===== src/rtl/vegeta_weight_feeder_fp6_pkg.sv =====
// Shared vTPU FP6 definitions: lane geometry, feeder FSM states,
// gemm_mode encodings and the E8M0 unity scale.
package vTPU_pkg_fp6;

    localparam int BETA           = 4;
    localparam int MUL_DATAWIDTH  = 6;
    localparam int META_DATA_SIZE = 2;
    localparam int LANE_W         = MUL_DATAWIDTH + META_DATA_SIZE;
    localparam int WORD_W         = BETA * LANE_W;

    typedef enum logic [1:0] {
        IDLE   = 2'd0,
        LOAD   = 2'd1,
        COMMIT = 2'd2
    } feeder_state_e;

    localparam logic [1:0] DENSE = 2'b00;
    localparam logic [1:0] SP24  = 2'b01;
    localparam logic [1:0] SP14  = 2'b10;

    localparam logic [7:0] E8M0_UNITY = 8'd127;

    function automatic logic is_dense(input logic [1:0] mode);
        return mode == DENSE;
    endfunction

endpackage


===== src/rtl/vegeta_weight_feeder_fp6_if.sv =====
// Weight-buffer word stream: s_valid/s_ready handshake plus s_data.
// master = buffer read side, slave = feeder.
interface vegeta_weight_feeder_fp6_if #(
    parameter int DATA_W = vTPU_pkg_fp6::WORD_W
);

    logic              s_valid;
    logic              s_ready;
    logic [DATA_W-1:0] s_data;

    modport master (
        output s_valid,
        output s_data,
        input  s_ready
    );

    modport slave (
        input  s_valid,
        input  s_data,
        output s_ready
    );

endinterface


===== src/rtl/vegeta_weight_feeder_fp6_meta_mask.sv =====
// Combinational per-lane metadata zeroing. Ports: gemm_mode selects,
// data_in lane-packed word (FP6 low bits, metadata high bits), data_out.
module vegeta_feeder_meta_mask #(
    parameter int BETA           = vTPU_pkg_fp6::BETA,
    parameter int MUL_DATAWIDTH  = vTPU_pkg_fp6::MUL_DATAWIDTH,
    parameter int META_DATA_SIZE = vTPU_pkg_fp6::META_DATA_SIZE
) (
    input  logic [1:0]                                      gemm_mode,
    input  logic [BETA*(MUL_DATAWIDTH+META_DATA_SIZE)-1:0] data_in,
    output logic [BETA*(MUL_DATAWIDTH+META_DATA_SIZE)-1:0] data_out
);

    import vTPU_pkg_fp6::*;

    localparam int W = MUL_DATAWIDTH + META_DATA_SIZE;

    // Dense tiles carry no sparsity index; stale metadata bits
    // would otherwise steer the PU lane muxes.
    always_comb begin
        data_out = data_in;
        if (is_dense(gemm_mode)) begin
            for (int i = 0; i < BETA; i++) begin
                data_out[i*W+MUL_DATAWIDTH +: META_DATA_SIZE] = '0;
            end
        end
    end

endmodule


===== src/rtl/vegeta_weight_feeder_fp6.sv =====
// FP6 weight-tile feeder: streams ROWS words into the PU shift chain,
// then flips the double-buffer select and pulses tile_done.
// Ports: clk, rst (async high), start/gemm_mode_in/scale_in request,
// s_bus (slave stream), weight_out/weight_transferring_out/i_wb/
// gemm_mode/weight_scale to PU row 0, busy, tile_done.
// Option: VEGETA_FEEDER_SCALE_EN keeps a per-tile weight_scale register.
module vegeta_weight_feeder_fp6 #(
    parameter int BETA           = vTPU_pkg_fp6::BETA,
    parameter int MUL_DATAWIDTH  = vTPU_pkg_fp6::MUL_DATAWIDTH,
    parameter int META_DATA_SIZE = vTPU_pkg_fp6::META_DATA_SIZE,
    parameter int ROWS           = 32
) (
    input  logic                                            clk,
    input  logic                                            rst,
    input  logic                                            start,
    input  logic [1:0]                                      gemm_mode_in,
    input  logic [7:0]                                      scale_in,
    vegeta_weight_feeder_fp6_if.slave                       s_bus,
    output logic [BETA*(MUL_DATAWIDTH+META_DATA_SIZE)-1:0] weight_out,
    output logic                                            weight_transferring_out,
    output logic                                            i_wb,
    output logic [1:0]                                      gemm_mode,
    output logic [7:0]                                      weight_scale,
    output logic                                            busy,
    output logic                                            tile_done
);

    import vTPU_pkg_fp6::*;

    localparam int DW    = BETA * (MUL_DATAWIDTH + META_DATA_SIZE);
    localparam int CNT_W = (ROWS > 2) ? $clog2(ROWS) : 1;

    feeder_state_e    state;
    feeder_state_e    state_nxt;
    logic [CNT_W-1:0] row_cnt;
    logic [1:0]       mode_q;
    logic             accept;
    logic             beat;
    logic             last_row;
    logic [DW-1:0]    masked;

    assign s_bus.s_ready = (state == LOAD);
    assign beat          = s_bus.s_valid && (state == LOAD);
    assign last_row      = (row_cnt == CNT_W'(ROWS - 1));

    // tile_done still counts as busy so a new start cannot
    // overlap the cycle in which i_wb is being published.
    assign busy      = (state != IDLE) || tile_done;
    assign gemm_mode = mode_q;

    always_comb begin
        state_nxt = state;
        accept    = 1'b0;
        unique case (state)
            IDLE: begin
                if (start && !busy) begin
                    accept    = 1'b1;
                    state_nxt = LOAD;
                end
            end
            LOAD: begin
                if (beat && last_row) begin
                    state_nxt = COMMIT;
                end
            end
            COMMIT: begin
                state_nxt = IDLE;
            end
            default: begin
                state_nxt = IDLE;
            end
        endcase
    end

    vegeta_feeder_meta_mask #(
        .BETA           (BETA),
        .MUL_DATAWIDTH  (MUL_DATAWIDTH),
        .META_DATA_SIZE (META_DATA_SIZE)
    ) u_meta_mask (
        .gemm_mode (mode_q),
        .data_in   (s_bus.s_data),
        .data_out  (masked)
    );

    always_ff @(posedge clk or posedge rst) begin
        if (rst) begin
            state <= IDLE;
        end else begin
            state <= state_nxt;
        end
    end

    always_ff @(posedge clk or posedge rst) begin
        if (rst) begin
            row_cnt <= '0;
            mode_q  <= DENSE;
        end else if (accept) begin
            row_cnt <= '0;
            mode_q  <= gemm_mode_in;
        end else if (beat) begin
            row_cnt <= row_cnt + CNT_W'(1);
        end
    end

    // weight_out only moves on a beat so idle cycles present a
    // stable word while transferring is low.
    always_ff @(posedge clk or posedge rst) begin
        if (rst) begin
            weight_out              <= '0;
            weight_transferring_out <= 1'b0;
        end else begin
            weight_transferring_out <= beat;
            if (beat) begin
                weight_out <= masked;
            end
        end
    end

    always_ff @(posedge clk or posedge rst) begin
        if (rst) begin
            i_wb      <= 1'b0;
            tile_done <= 1'b0;
        end else begin
            tile_done <= (state == COMMIT);
            if (state == COMMIT) begin
                i_wb <= ~i_wb;
            end
        end
    end

`ifdef VEGETA_FEEDER_SCALE_EN
    logic [7:0] scale_q;

    always_ff @(posedge clk or posedge rst) begin
        if (rst) begin
            scale_q <= E8M0_UNITY;
        end else if (accept) begin
            scale_q <= scale_in;
        end
    end

    assign weight_scale = scale_q;
`else
    logic unused_scale;

    assign unused_scale = ^scale_in;
    assign weight_scale = E8M0_UNITY;
`endif

endmodule


===== src/flat_wrapper.sv =====
// flat-port wrapper written by rule: the top's interface ports become plain ports
module vegeta_weight_feeder_fp6_flat import vTPU_pkg_fp6::*;
#(
    parameter int BETA           = vTPU_pkg_fp6::BETA,
    parameter int MUL_DATAWIDTH  = vTPU_pkg_fp6::MUL_DATAWIDTH,
    parameter int META_DATA_SIZE = vTPU_pkg_fp6::META_DATA_SIZE,
    parameter int ROWS           = 32
)
  (clk, rst, start, gemm_mode_in, scale_in, weight_out, weight_transferring_out, i_wb, gemm_mode, weight_scale, busy, tile_done, s_bus_s_valid, s_bus_s_data, s_bus_s_ready);
  vegeta_weight_feeder_fp6_if #(.DATA_W((BETA * (8)))) s_bus_i ();
  input  logic clk;
  input  logic rst;
  input  logic start;
  input  logic [1:0] gemm_mode_in;
  input  logic [7:0] scale_in;
  output logic [BETA*(MUL_DATAWIDTH+META_DATA_SIZE)-1:0] weight_out;
  output logic weight_transferring_out;
  output logic i_wb;
  output logic [1:0] gemm_mode;
  output logic [7:0] weight_scale;
  output logic busy;
  output logic tile_done;
  input wire logic [$bits(s_bus_i.s_valid)-1:0] s_bus_s_valid;
  input wire logic [$bits(s_bus_i.s_data)-1:0] s_bus_s_data;
  output wire logic [$bits(s_bus_i.s_ready)-1:0] s_bus_s_ready;
  assign s_bus_i.s_valid = s_bus_s_valid;
  assign s_bus_i.s_data = s_bus_s_data;
  assign s_bus_s_ready = s_bus_i.s_ready;
  vegeta_weight_feeder_fp6 #(.BETA(BETA), .MUL_DATAWIDTH(MUL_DATAWIDTH), .META_DATA_SIZE(META_DATA_SIZE), .ROWS(ROWS)) u_core (.clk(clk), .rst(rst), .start(start), .gemm_mode_in(gemm_mode_in), .scale_in(scale_in), .s_bus(s_bus_i), .weight_out(weight_out), .weight_transferring_out(weight_transferring_out), .i_wb(i_wb), .gemm_mode(gemm_mode), .weight_scale(weight_scale), .busy(busy), .tile_done(tile_done));
endmodule

===== config.mk =====
export PLATFORM = sky130hd
export DESIGN_NAME = vegeta_weight_feeder_fp6_flat
export DESIGN_NICKNAME = d
export VERILOG_FILES = /design/src/rtl/vegeta_weight_feeder_fp6_pkg.sv /design/src/rtl/vegeta_weight_feeder_fp6_if.sv /design/src/rtl/vegeta_weight_feeder_fp6_meta_mask.sv /design/src/rtl/vegeta_weight_feeder_fp6.sv /design/src/flat_wrapper.sv
export SDC_FILE = /design/constraint.sdc
export NUM_CORES = 1
export LEC_CHECK = 0
export CELL_PAD_IN_SITES_DETAIL_PLACEMENT = 1
export CELL_PAD_IN_SITES_GLOBAL_PLACEMENT = 1
export CORE_ASPECT_RATIO = 1.5
export CORE_MARGIN = 1
export CORE_UTILIZATION = 30
export CTS_CLUSTER_DIAMETER = 80
export DETAILED_ROUTE_END_ITERATION = 10
export PLACE_DENSITY_LB_ADDON = 0.1
export SETUP_SLACK_MARGIN = 0.02
export SLEW_MARGIN = 5
export SYNTH_ARGS = -nofsm -noshare
export SYNTH_HDL_FRONTEND = slang
export SYNTH_SLANG_ARGS = --single-unit

===== constraint.sdc =====
create_clock -name clk -period 2.65 [get_ports clk]
set_input_delay 0.53 -clock clk [delete_from_list [all_inputs] [get_ports clk]]
set_output_delay 0.53 -clock clk [all_outputs]
set_load 0.02 [all_outputs]

# Word level (Yosys, flattened, before mapping)
# Index checks and enable logic that the tools add are counted.
[classes] reduce_logical=10 eq_ne=5 n_bitwise=1 add_sub_neg=1 mux=11
[ops] operator="$mux W2" n=6
[ops] operator="$mux W5" n=2
[ops] operator="$add A5 B1 Y5 const B" n=1
[ops] operator="$eq A5 B5 Y1 const B" n=1
[ops] operator="$logic_not A2 Y1" n=2
[ops] operator="$ne A2 B1 Y1 const B" n=2
[ops] operator="$pmux W2 S2" n=1
[ops] operator="$reduce_bool A2 Y1" n=2
[ops] operator="$logic_and A1 B1 Y1" n=3
[ops] operator="$eq A2 B1 Y1 const B" n=1
[ops] operator="$eq A2 B2 Y1 const B" n=1
[ops] operator="$mux W1" n=2
[ops] operator="$reduce_and A2 Y1" n=1
[ops] operator="$logic_not A1 Y1" n=1
[ops] operator="$logic_or A1 B1 Y1" n=1
[ops] operator="$not A1 Y1" n=1
[word_totals] output_inout_bits=47 regBits=44

# Longest topological paths before layout
# Gate-level depths: netlist (run 1).
[depth] depth_word=7 depth_mapped=6 depth_no_buf=6

# By module
# From an unflattened synthesis (run 1), not the netlist that was laid out.
[unflattened] hier_cells=222 area_unflattened_um2=2052.0
[by_module_without_submodules] mod="vegeta_weight_feeder_fp6" area_per_inst_um2=1799.2 n_inst=1 cells_per_inst=188
[by_module_without_submodules] mod="vegeta_feeder_meta_mask" area_per_inst_um2=252.7 n_inst=1 cells_per_inst=34

# Worst setup path before layout (run 1)
# OpenSTA, ideal clock, no wires.
[synth_timing] path_kind="flip-flop to output port" start="register u_core.state[0]" end="output busy" t_required_ns=2.120 arrival_time_ns=0.893 path_slack_ns=1.227 path_stages_with_launch=2 cell_sequence="dfrtp_1 -> or3_1"
[synth_via] elab_chain_len=2
[synth_lines] item="start, declared" line="vegeta_weight_feeder_fp6.sv:33" text="feeder_state_e state;"
[synth_lines] item="start signal, assigned" line="vegeta_weight_feeder_fp6.sv:89" text="state <= state_nxt;"
[synth_lines] item="$reduce_bool A2 Y1" line="vegeta_weight_feeder_fp6.sv:48" text="assign busy = (state != IDLE) || tile_done;"
[synth_lines] item="$logic_or A1 B1 Y1" line="vegeta_weight_feeder_fp6.sv:48"
[synth_lines] item="end, declared" line="flat_wrapper.sv:21" text="output logic busy;"
# Every way passes these cells.

# Worst setup path in the final report (run 1)
# Same ends and word-level chain as after synthesis.

==> run_results.csv, run 1 <==
group,metric,value,unit
clocking,post_cts_resized,0,
setup_path,r2r-end,"u_core.weight_out[20]",
global_routing,grt-ovfl-total,0,
setup_path,end_kind,"primary output",
clocking,ctsHoldBuffers,0,
synth,syn-mean-instance-area,9.265,um^2
setup_path,path_class,"reg2out",
setup_path,slowest_stage,"clkdlybuf4s50_1",
clocking,htree_levels,2,
final_layout,fin_nets,320,
setup_path,r2r_cells,5,
setup_path,path_buf_inv,1,
route,wire_per_inst,13.28,um
sta,relSlewSlack,53.69,%
floorplanning,pin_count,93,
power_and_ir_drop,p_sw,0.0006210,W
final_layout,n_antenna_cell,0,
clocking,cts_buffers,5,
synth,synth_top_area_share,60.94,%
setup_path,cp.required,2120,ps
power_and_ir_drop,combPwrFrac,32.3,%
floorplanning,initial_core_util,31.23,%
setup_path,critPathLaunch,"u_core.state[0]",
placement,io_buffers,76,
synth,ys_seq_area_share,60.94,%
clocking,clk_latency,290,ps
route,drtAntennaViolNets,0,
route,first_iter_violations,61,
setup_path,path_max_fanout,7,
synth,synth_area,1807,um^2
power_and_ir_drop,p_clk_share,22.2,%
synth,synth_cell_types,25,
floorplanning,rows,34,
global_routing,grt_pass1_vias,1581,
setup_path,crit_family,"buffers and inverters",
power_and_ir_drop,irDropWorstVdd,0.3383,mV
synth,netlist_instances,195,
min_path,hold_path.class,"reg2reg",
setup_path,start_kind,"flip-flop",
clocking,cts.clk_slew.worst_paths,80,ps
final_layout,layout-drive-gt1-share,5.128,%
setup_path,regToRegSetupSlack,980,ps
setup_path,crit_cells,2,
floorplanning,die-area,6343,um^2
power_and_ir_drop,switching_share,32.24,%
route,drt_first_pass_iters,4,
global_routing,grt_max_degree,26,
final_layout,mostFrequentLayoutCells,"nand2_1, clkdlybuf4s50_1, dfrtp_1",
global_routing,antenna_found_initial,0,
setup_path,worstPathArrival,1700,ps
route,vias,1517,
floorplanning,fp.dieH,97.05,um
setup_path,cp_cell_sequence,"or3_1, clkdlybuf4s50_1",
status,status,"complete, no violations",
sta,fin_skew,2.321,ps
sta,fin_crit,2228,ps
setup_path,worstSetupEndpoint,"busy",
sta,grt_setup_unrepaired,"false",
power_and_ir_drop,sequentialPowerShare,45.5,%
global_routing,track_usage,15.62,%
run,max-cap-violations,0,
global_routing,grt_util_met2,26.25,%
route,wl,4.580,mm
floorplanning,die_w,65.37,um
synth,ys_warn_count,0,
global_routing,use_met3,4.953,%
clocking,root_buffer,"clkbuf_8",
power_and_ir_drop,p_leak,1.325,nW
global_routing,use_met1,17.75,%
clocking,cts_setup_buffers,0,
power_and_ir_drop,cellPowerDensity,709.5,nW/um^2
final_layout,area_growth,50.28,%
sta,worst_hold_slack,469.6,ps
route,via_per_inst,4.397,
synth,netlist.top_cell.by_area,"dfrtp_1",
final_layout,n_fill_cell,694,
clocking,cts_tree,"done",
clocking,cts_buffer_depth,2,
sta,post-route-period-util,84.07,%
final_layout,mostFrequentLayoutCell,"nand2_1",
route,drc_errors,0,
global_routing,top_usage_layer,"met2",
setup_path,r2r-start,"u_core.state[1]",
setup_path,slowest_delay,550,ps
synth,synth_seq_cells,44,
global_routing,grt_pass1_wl,7.472,mm
sta,hold_viol,0,
sta,final_max_slew_viol_count,0,
sta,tns,0,ps
placement,dpl.hpwl,3.281,mm
sta,fmax,448.9,MHz
floorplanning,core,5786,um^2
placement,gp_congestion,0.7209,
sta,finalSetupViolations,0,
sta,worst_slew_pin_slew,692.8,ps
synth,yosys-top-cells-area,"dfrtp_1, nand2_1, buf_4",
clocking,clock-sinks,44,
power_and_ir_drop,internal_power,0.001305,W
## cell usage after synthesis (all sizes together)
library cell and n:
nand2 101, dfrtp 44, buf 12, nand3 9, a21oi 3, clkbuf 3, conb 2, ha 2
inv 2, nor2 2, nor2b 2, or3 2, xor2 2, and2 1, and3 1, nand3b 1
nand4b 1, nor4b 1, o21ai 1, or2 1, or4b 1, xnor2 1
## cell type report
cell class,count,area [um^2],area share (%)
Timing Repair Buffer,79,795.8,29.31
Clock buffer,8,90.09,3.318
Sequential cell,44,1101,40.55
Inverter,2,7.507,0.2765
Multi-Input combinational cell,140,630.6,23.23
Tap cell,72,90.09,3.318
## worst min-delay path, cell delays in order, from the launching register on
cell and delay (ps):
dfrtp_1 350, nand2_1 50, nand2_1 50
## state kept, by name (all words and copies together), names as in the netlist
register	count
u_core.row_cnt	5
u_core.weight_out	32
u_core.tile_done	1
u_core.weight_transferring_out	1
u_core.state	2
u_core.i_wb	1
u_core.gemm_mode	2
## through the flow
stage | setup slack [ps] | instance area [um^2] | cells | power [W] | utilization (%)
after floorplan | 1089 | 1829 | 201 | 0.001208 | -
after global placement | 376.5 | 2625 | 337 | 0.001508 | 45.37
after detailed placement | 368.9 | 2625 | 337 | 0.001522 | 45.37
after CTS | 396.7 | 2715 | 345 | 0.001962 | 46.93
after global routing | 343.7 | 2715 | 345 | 0.002061 | 46.93
final | 422.1 | 2715 | 345 | 0.001926 | 46.93
## metal layers
metal  vias to the layer above  share of wire (%)  routed length [um]
met3                         6                6.0                 276
met1                       717                 42                1941
met4                         0                1.6                  75
met5                         -                  0                   0
li1                        739                  -                   -
met2                        55                 50                2286
## worst min path at each step
stage                          startpoint                     to  slack (ps)  cells after the start
finish              u_core.weight_out[23]  u_core.weight_out[23]         470                      2
detailed placement  u_core.weight_out[22]  u_core.weight_out[22]         460                      2
CTS                           u_core.i_wb            u_core.i_wb         480                      1
global route        u_core.weight_out[27]  u_core.weight_out[27]         490                      2
floorplan               u_core.row_cnt[4]      u_core.row_cnt[4]         510                      2
global placement    u_core.weight_out[15]  u_core.weight_out[15]         450                      2
## cells by family after synthesis
family                   share of synthesized area (%)
AND/OR/NAND/NOR                                  29.29
buffers and inverters                            5.401
AO/OA/AOI/OAI                                    1.108
flip-flops                                       60.94
XOR/XNOR                                         1.455
adder cells (fa/ha/maj)                          1.385
other                                           0.4157
## power groups by stage
| stage | Clock, W | Sequential (W) | Combinational, W |
|---|---|---|---|
| after global placement | 0 | 0.000885 | 0.000623 |
| after floorplan | 0 | 0.000997 | 0.000211 |
| after CTS | 0.000449 | 0.000879 | 0.000634 |
| final | 0.000428 | 0.000876 | 0.000622 |
| after global routing | 0.000482 | 0.000896 | 0.000683 |
| after detailed placement | 0 | 0.000892 | 0.000631 |
Power figures use the tool's default switching activity.
==> run 2: changes to the inputs <==
--- a/config.mk
+++ b/config.mk
@@ -9,7 +9,7 @@
 export CELL_PAD_IN_SITES_GLOBAL_PLACEMENT = 1
 export CORE_ASPECT_RATIO = 1.5
 export CORE_MARGIN = 1
-export CORE_UTILIZATION = 30
+export CORE_UTILIZATION = 28
 export CTS_CLUSTER_DIAMETER = 80
 export DETAILED_ROUTE_END_ITERATION = 10
 export PLACE_DENSITY_LB_ADDON = 0.1
==> constraint.sdc (replaced) <==
create_clock -name clk -period 2.18 [get_ports clk]
set_input_delay 0.436 -clock clk [delete_from_list [all_inputs] [get_ports clk]]
set_output_delay 0.436 -clock clk [all_outputs]
set_load 0.02 [all_outputs]
==> run 2 against run 1 <==
  * Final area up 2.3%
  * Clock skew is 2.0 ps higher
  * Worst hold slack better by 2.1 ps
  * Highest routed layer unchanged
  * Critical path type unchanged
  * Die area grew 6.9%
==> run_results.csv, run 2 (synthesized netlist as in run 1, its figures left out) <==
group,metric,value,unit
min_path,hold_path_depth,2,
global_routing,grt_pass1_wl,7.452,mm
clocking,htree_levels,2,
status,status,"complete, no violations",
setup_path,cp_cell_sequence,"nor2b_1, clkdlybuf4s50_1",
global_routing,antenna_found_initial,0,
route,drt_first_pass_iters,2,
floorplanning,die_w,67.59,um
route,drc_errors,0,
setup_path,slowest_delay,630,ps
final_layout,mostFrequentLayoutCells,"nand2_1, clkdlybuf4s50_1, dfrtp_1",
clocking,clk_latency,290,ps
placement,dpl.hpwl,3.523,mm
final_layout,mostFrequentLayoutCell,"nand2_1",
power_and_ir_drop,sequentialPowerShare,43.4,%
final_layout,largest_reg_flops,32,
clocking,clock-sinks,44,
clocking,cts_buffer_depth,2,
placement,placed_area,2663,um^2
floorplanning,rows,35,
final_layout,seq_area,1102,um^2
final_layout,n_antenna_cell,0,
setup_path,cp.required,1740,ps
placement,io_buffers,76,
route,wl,4.643,mm
setup_path,regToRegSetupSlack,840,ps
final_layout,area_growth,53.74,%
final_layout,multiInputGateArea,630.6,um^2
route,wire_per_inst,13.27,um
floorplanning,pin_count,93,
setup_path,r2r-start,"u_core.state[1]",
sta,grt_setup_unrepaired,"false",
sta,fmax,501.2,MHz
final_layout,max_flop_register,"u_core.weight_out",
global_routing,grt_max_degree,24,
min_path,hold_end,"u_core.weight_out[31]",
final_layout,layout-drive-gt1-share,7.246,%
power_and_ir_drop,irDropWorstVdd,0.3686,mV
setup_path,crit_family,"buffers and inverters",
floorplanning,core,6175,um^2
route,first_iter_violations,48,
clocking,cts_buffers,5,
floorplanning,fp.dieH,100.4,um
power_and_ir_drop,p_total,0.002450,W
final_layout,reg_top3,"u_core.weight_out x32, u_core.row_cnt x5",
final_layout,final_cell_area,2778,um^2
power_and_ir_drop,p_sw,0.0007732,W
sta,final_max_slew_viol_count,0,
route,vias,1515,
setup_path,path_class,"reg2out",
sta,tns,0,ps
sta,fin_crit,1995,ps
sta,fin_skew,4.344,ps
sta,relSlewSlack,65.39,%
power_and_ir_drop,cellPowerDensity,882.0,nW/um^2
min_path,hold_path.class,"reg2reg",
clocking,root_buffer,"clkbuf_8",
route,drtAntennaViolNets,0,
global_routing,track_usage,14.74,%
clocking,cts.clk_slew.worst_paths,80,ps
floorplanning,die-area,6784,um^2
floorplanning,initial_core_util,29.26,%
setup_path,r2r_cells,5,
setup_path,start_kind,"flip-flop",
route,via_per_inst,4.329,
clocking,cts_setup_buffers,0,
power_and_ir_drop,switching_share,31.56,%
sta,worst_slew_pin_slew,518.3,ps
sta,hold_viol,0,
power_and_ir_drop,combPwrFrac,31.3,%
setup_path,slowest_stage,"clkdlybuf4s50_1",
min_path,worstHoldStart,"u_core.weight_out[31]",
clocking,cts_tree,"done",
sta,post-route-period-util,91.52,%
sta,worst_hold_slack,471.6,ps
power_and_ir_drop,p_clk_share,25.3,%
setup_path,path_max_fanout,7,
power_and_ir_drop,p_leak,1.354,nW
power_and_ir_drop,internal_power,0.001677,W
setup_path,end_kind,"primary output",
final_layout,fin_nets,323,
setup_path,worstPathArrival,1560,ps
setup_path,r2r-end,"u_core.weight_out[1]",
global_routing,grt-ovfl-total,0,
global_routing,grt_pass1_vias,1526,
setup_path,critPathLaunch,"u_core.state[0]",
final_layout,n_fill_cell,739,
setup_path,path_buf_inv,1,
run,max-cap-violations,0,
placement,gp_congestion,0.6841,
sta,finalSetupViolations,0,
[run 2: changes by cell type in the layout (fill, tap and decap cells not counted), sizes merged]
cell,previous run,this run
buf,3,6
dlymetal6s2s,0,1
clkbuf,8,5
clkinvlp,0,1
bufinv,0,1
clkinv,0,1
clkdlybuf4s50,76,75
[run 2: how the worst max path moves through the flow]
stage	end	slack, ps	cells past startpoint
global placement	busy	360	2
global route	s_bus_s_ready	110	2
detailed placement	u_core.weight_out[1]	330	6
finish	s_bus_s_ready	180	2
floorplan	u_core.gemm_mode[0]	710	1
CTS	busy	40	2
[run 2: area by class of cell]
class | instances | share of cell area (%)
Tap cell | 74 | 3.333
Inverter | 2 | 0.2703
Sequential cell | 44 | 39.68
Clock buffer | 5 | 2.477
Clock inverter | 3 | 1.532
Timing Repair Buffer | 82 | 30.00
Multi-Input combinational cell | 140 | 22.70
[run 2: repair_timing]
action | in CTS | in global routing
resized for setup | 0 | 2
hold endpoints to repair | 0 | 0
setup endpoints to repair | 0 | 1
hold buffers | 0 | 0
[run 2: power groups by stage]
stage	registers [W]	logic (W)	clock network [W]
3_3_place_gp	0.00108	0.000770	0
6_report	0.00106	0.000767	0.000620
4_1_cts	0.00107	0.000786	0.000641
3_5_place_dp	0.00108	0.000783	0
2_1_floorplan	0.00121	0.000256	0
5_1_grt	0.00109	0.000846	0.000680
[run 2: worst register-to-register path, delay by kind of cell, from the launching register on]
kind                   cells  cell delay (ps)
buffers and inverters      2              480
flip-flops                 1              460
AND/OR/NAND/NOR            3              340
[run 2: routing by layer]
layer	global-route usage, %	part of all wire [%]
met1	17.05	40
met2	25.74	53
met3	3.182	4.7
met4	5.401	1.6
met5	0	0
[run 2: stage by stage]
| step | util (%) | cells | setup slack [ps] |
|---|---|---|---|
| 4_1_cts | 44.92 | 350 | 36.10 |
| 5_1_grt | 44.98 | 350 | 111.3 |
| 3_5_place_dp | 43.12 | 342 | 328.4 |
| 2_1_floorplan | - | 201 | 712.9 |
| 3_3_place_gp | 43.12 | 342 | 364.4 |
| 6_report | 44.98 | 350 | 184.9 |
